### src/rtl/alarm_timer.sv
`default_nettype none
// ============================================================================
// alarm_timer : countdown timer with 1 Hz divider and programmable durations
// Revision    : 1.0
// ============================================================================
module alarm_timer #(
   parameter int unsigned CLK_HZ              = 27000000,
   parameter int unsigned T_ARM_DEFAULT       = 6,
   parameter int unsigned T_DRIVER_DEFAULT    = 8,
   parameter int unsigned T_PASSENGER_DEFAULT = 15,
   parameter int unsigned T_ALARM_DEFAULT     = 10
) (
   input  logic       clock,
   input  logic       reset,
   input  logic       start_timer,
   input  logic [1:0] interval,
   input  logic       prog_sync,
   input  logic [1:0] time_param_sel,
   input  logic [3:0] time_value,
   output logic       expired,
   output logic       busy,
   output logic [3:0] remaining,
   output logic       one_hz_enable
);

   localparam int unsigned DIV_W = (CLK_HZ > 1) ? $clog2(CLK_HZ) : 1;
   localparam logic [DIV_W-1:0] DIV_MAX = DIV_W'(CLK_HZ - 1);

   typedef enum logic [0:0] {
      IDLE  = 1'b0,
      COUNT = 1'b1
   } state_t;

   state_t           state;
   logic [DIV_W-1:0] divider;
   logic [3:0]       time_param [4];
   logic [3:0]       selected;

   // The start reads the stored value from before any same-cycle write.
   assign selected      = time_param[interval];
   assign one_hz_enable = (divider == DIV_MAX);

   always_ff @(posedge clock) begin
      if (reset) begin
         time_param[0] <= 4'(T_ARM_DEFAULT);
         time_param[1] <= 4'(T_DRIVER_DEFAULT);
         time_param[2] <= 4'(T_PASSENGER_DEFAULT);
         time_param[3] <= 4'(T_ALARM_DEFAULT);
      end else if (prog_sync) begin
         time_param[time_param_sel] <= time_value;
      end
   end

   always_ff @(posedge clock) begin
      if (reset) begin
         state     <= IDLE;
         divider   <= '0;
         remaining <= 4'd0;
         busy      <= 1'b0;
         expired   <= 1'b0;
      end else begin
         expired <= 1'b0;
         if (one_hz_enable) begin
            divider <= '0;
         end else begin
            divider <= divider + DIV_W'(1);
         end

         // A start always wins, including over the final tick of a countdown.
         if (start_timer) begin
            divider <= '0;
            if (selected != 4'd0) begin
               state     <= COUNT;
               busy      <= 1'b1;
               remaining <= selected;
            end else begin
               state     <= IDLE;
               busy      <= 1'b0;
               remaining <= 4'd0;
               expired   <= 1'b1;
            end
         end else if (state == COUNT && one_hz_enable) begin
            if (remaining <= 4'd1) begin
               state     <= IDLE;
               busy      <= 1'b0;
               remaining <= 4'd0;
               expired   <= 1'b1;
            end else begin
               remaining <= remaining - 4'd1;
            end
         end
      end
   end

endmodule
`default_nettype wire

### config.mk
export PLATFORM = sky130hd
export DESIGN_NAME = alarm_timer
export DESIGN_NICKNAME = d
export VERILOG_FILES = /design/src/rtl/alarm_timer.sv
export SDC_FILE = /design/constraint.sdc
export NUM_CORES = 1
export LEC_CHECK = 0
export ABC_AREA = 1
export BUFFER_PORTS_ARGS = -buffer_cell sky130_fd_sc_hd__buf_2
export CORE_MARGIN = 5
export CORE_UTILIZATION = 52
export CTS_BUF_LIST = sky130_fd_sc_hd__clkbuf_16
export DETAILED_ROUTE_END_ITERATION = 12
export GPL_TIMING_DRIVEN = 0
export PLACE_DENSITY = 0.74
export SLEW_MARGIN = 20
export SYNTH_ARGS = -nofsm -noshare
export SYNTH_HDL_FRONTEND = slang
export SYNTH_SLANG_ARGS = --single-unit
### constraint.sdc
create_clock -name clock -period 1.4 [get_ports clock]
set_input_delay 0.35 -clock clock [delete_from_list [all_inputs] [get_ports clock]]
set_output_delay 0.35 -clock clock [all_outputs]
set_load 0.01 [all_outputs]
==> PnR_summary.wiki <==
{| class="wikitable"
! Metric !! Value
|-
| Post-detailed-route DRC marker count || 0
|-
| Routability-driven placement congestion ratio || 0.9981
|-
| Antenna Violating Nets Remaining || 0
|-
| Final worst slack || -433.5 ps
|-
| Synth area leaders || sky130_fd_sc_hd__dfxtp_1, sky130_fd_sc_hd__edfxtp_1, sky130_fd_sc_hd__nand2_1
|-
| Final Hold Violating Endpoints || 0
|-
| Setup repair after global routing missed its margin || true
|-
| Via Count || 2441
|-
| Number of fill cells || 365
|-
| Number of nets in the synthesized netlist || 364
|-
| Total Routed Length || 6690 microns
|-
| Required time at the worst-slack endpoint || 1050 ps
|-
| Synth-to-Final Area Change || 32.77%
|-
| Fraction of post-synthesis cell area in the top cell type by area || 24.85%
|-
| Result of the run || finished with violations
|-
| Power dissipated by switching net loads || 0.7193 mW
|-
| Maximum root-to-sink buffer count || 2
|-
| Fraction of power consumed by sequential logic || 50.6%
|-
| Number of ports placed on the die boundary || 19
|-
| Starting utilization of the core area || 53.23%
|-
| WL per Instance || 14.97 microns
|-
| Worst hold path class || in2reg
|-
| Final cycle utilization of the critical path || 131.0%
|-
| Average instance area after synthesis || 7.156 sq um
|-
| Number of unique standard cell types used by synthesis || 28
|-
| Total global routing track utilization || 22.30%
|-
| Horizontal extent of the die || 79.30 microns
|-
| YS warnings || 0
|-
| Portion of total power attributed to the clock network || 38.4%
|-
| Maximum single-stage delay on the critical path || 380 ps
|-
| Placed wire-length estimate || 4592 microns
|-
| Number of global-route vias before repair || 2359
|-
| Max Transition Viols Final || 0
|-
| Finished Cell Area || 3316 sq um
|-
| First-pass GRT wire length || 10980 microns
|-
| Number of max-cap violations || 0
|-
| CP Max Fanout || 3
|-
| Gate count of the mapped netlist || 349
|-
| Cell type contributing the most total cell area after synthesis || sky130_fd_sc_hd__dfxtp_1
|-
| Fraction of the core area covered by cells at the end of the flow || 70.67%
|-
| Slowest cell on crit path || sky130_fd_sc_hd__dfxtp_1
|-
| Switching share of power || 24.25%
|-
| Antenna violations before repair || 0
|-
| Hold-fix buffer count after cts || 0
|-
| Violated checks || setup timing
|-
| Via-to-Cell Ratio || 5.461
|-
| Startpoint type of the worst setup path || flop
|-
| Summed instance area of the synthesized netlist || 2497 sq um
|-
| FMAX || 545.4 MHz
|-
| Leading cell type in the layout, fill and taps excluded || sky130_fd_sc_hd__nand2_1
|-
| Core ar. || 4692 sq um
|-
| Type of the setup path with the least slack || reg2out
|-
| Areal power density over the cells || 894.7 nW/um^2
|-
| Worst path arrival time || 1480 ps
|-
| Share of layout cells above drive strength 1 || 33.08%
|-
| Number of detailed-route iterations in the first pass || 5
|-
| Clock transition at the registers of the reported paths || 70 ps
|-
| Worst VDD drop || 0.6128 mV
|-
| Vertical die dimension || 79.30 microns
|-
| CTS buffer count || 5
|-
| Antenna diodes || 0
|-
| Most used flip-flop cell after synthesis || sky130_fd_sc_hd__dfxtp_1
|-
| H-tree Lvls || 2
|-
| Sequential cell area fraction in the yosys report || 44.09%
|-
| Net total in the final layout || 407
|-
| Total overflow reported by the global router || 0
|-
| Worst hold slack across all endpoints || 365.7 ps
|-
| Static leakage || 1.262 nW
|-
| Cell at the root of the clock tree || sky130_fd_sc_hd__clkbuf_16
|-
| Max-slew headroom || 58.82%
|-
| Design internal power || 2.247 mW
|-
| Final number of setup-violating endpoints || 32
|-
| Initial DRC Count || 146
|-
| Clock latency of the later-clocked register in the worst-skew pair || 290 ps
|-
| Number of I/O port buffers || 17
|-
| TritonCTS clock tree || built
|-
| Number of enable flip-flop cells after synthesis || 16
|-
| Cell area reported after detailed placement || 2708 sq um
|-
| Number of synthesized register bits || 47
|-
| Die Footprint || 6288 sq um
|-
| TritonCTS Sinks || 47
|-
| Slew at the pin with the worst max-slew slack || 617.7 ps
|-
| Kind of end point of the critical path || output pin
|-
| Pin count of the biggest net entering global routing || 15
|-
| Clock period minus worst slack || 1834 ps
|-
| Overall Power || 2.967 mW
|-
| Async SR Flop Fraction || 0%
|-
| Cell breakdown of the critical path || inv_1, nor3_2, nand3_1, nor4_4, buf_2
|-
| Layout Skew || 9.474 ps
|-
| Most used cells in the layout excluding fill and tap cells || sky130_fd_sc_hd__nand2_1, sky130_fd_sc_hd__inv_1, sky130_fd_sc_hd__nor2_1, sky130_fd_sc_hd__nand3_1, sky130_fd_sc_hd__buf_2
|-
| Combinational group share of total power || 10.9%
|-
| Row cnt || 25
|}
layout make-up:
type,instances,area [sq um],area share [%]
buffer,3,28.78,0.8679
clock buffer,5,125.1,3.774
clock inverter,3,15.01,0.4528
inverter,44,167.7,5.057
multi-input combinational,254,1500,45.25
sequential,47,1122,33.85
tap,54,67.56,2.038
timing repair buffer,37,289.0,8.717
power groups by stage:
stage                     combinational (mW)  sequential (mW)  clock, mW
final                                  0.325             1.50       1.14
after detailed placement               0.238             1.53          0
after global placement                 0.234             1.53          0
after global routing                   0.362             1.51       1.21
after CTS                              0.281             1.50       1.16
after floorplan                        0.162             1.52          0
stage by stage:
step                      worst slack [ps]  cells  setup TNS [ps]
after CTS                           -420.3    445           -7208
after detailed placement            -344.7    420          -13580
after global routing                -466.9    447           -9667
final                               -433.5    447           -7954
after floorplan                     -27.84    349          -495.9
after global placement              -312.0    420          -13200
worst max-delay path, delay by kind of cell, from the launching register on:
family                 cells  cell delay, ps
AND/OR/NAND/NOR            3             540
buffers and inverters      2             270
flip-flops                 1             380
repair_timing:
item                                    CTS  global route
endpoints found under the setup margin   44            48
cloned                                    2             0
buffers inserted                         15             4
resized for setup                        45            54
pin swaps                                 8             8
cell families (layout without fill, tap and decap cells):
kind of cell / count (synthesis) / after routing / share of synthesized area [%]
adders and majority gates: 3 / 3 / 1.503
and+or+nand+nor: 213 / 213 / 36.12
AOI/OAI and AO/OA: 26 / 26 / 6.212
xor gates and xnor gates: 12 / 12 / 4.208
DFF: 47 / 47 / 44.09
buffers and inverters: 48 / 92 / 7.865
metal layers:
layer	GRT usage (%)	vias to the layer above	wire length [microns]	part of all wire (%)
met5	0	-	0	0
met1	29.88	1131	2881	43
met2	35.61	90	3183	48
met3	4.422	19	440	6.6
li1	-	1201	-	-
met4	8.247	0	184	2.8
cell usage after synthesis (2+ instances only):
library cell / count
sky130_fd_sc_hd__nand2_1: 99
sky130_fd_sc_hd__nor2_1: 60
sky130_fd_sc_hd__inv_1: 43
sky130_fd_sc_hd__dfxtp_1: 31
sky130_fd_sc_hd__nand3_1: 27
sky130_fd_sc_hd__a21oi_1: 17
sky130_fd_sc_hd__edfxtp_1: 16
sky130_fd_sc_hd__nor3_1: 9
sky130_fd_sc_hd__xor2_1: 7
sky130_fd_sc_hd__nand4_1: 6
sky130_fd_sc_hd__xnor2_1: 5
sky130_fd_sc_hd__nand3b_1: 4
sky130_fd_sc_hd__ha_1: 3
sky130_fd_sc_hd__o21ai_0: 3
sky130_fd_sc_hd__o22ai_1: 3
sky130_fd_sc_hd__buf_6: 2
sky130_fd_sc_hd__nand2_2: 2
sky130_fd_sc_hd__nor2_2: 2
sequential cells by signal, summed over array words and instances, names as in the netlist:
name	cells
state	1
remaining	4
time_param	16
divider	25
expired	1
path summary, 6_finish.rpt:
check                         start          endpoint  slack [ps]  depth (start not counted)
setup reg to reg         divider[0]       divider[16]        -290                         11
setup / recovery        divider[24]     one_hz_enable        -430                          5
hold / removal    time_param_sel[0]  time_param[1][3]         370                          2
hold reg to reg          divider[7]        divider[7]         490                          2
Power figures use the tool's default switching activity.
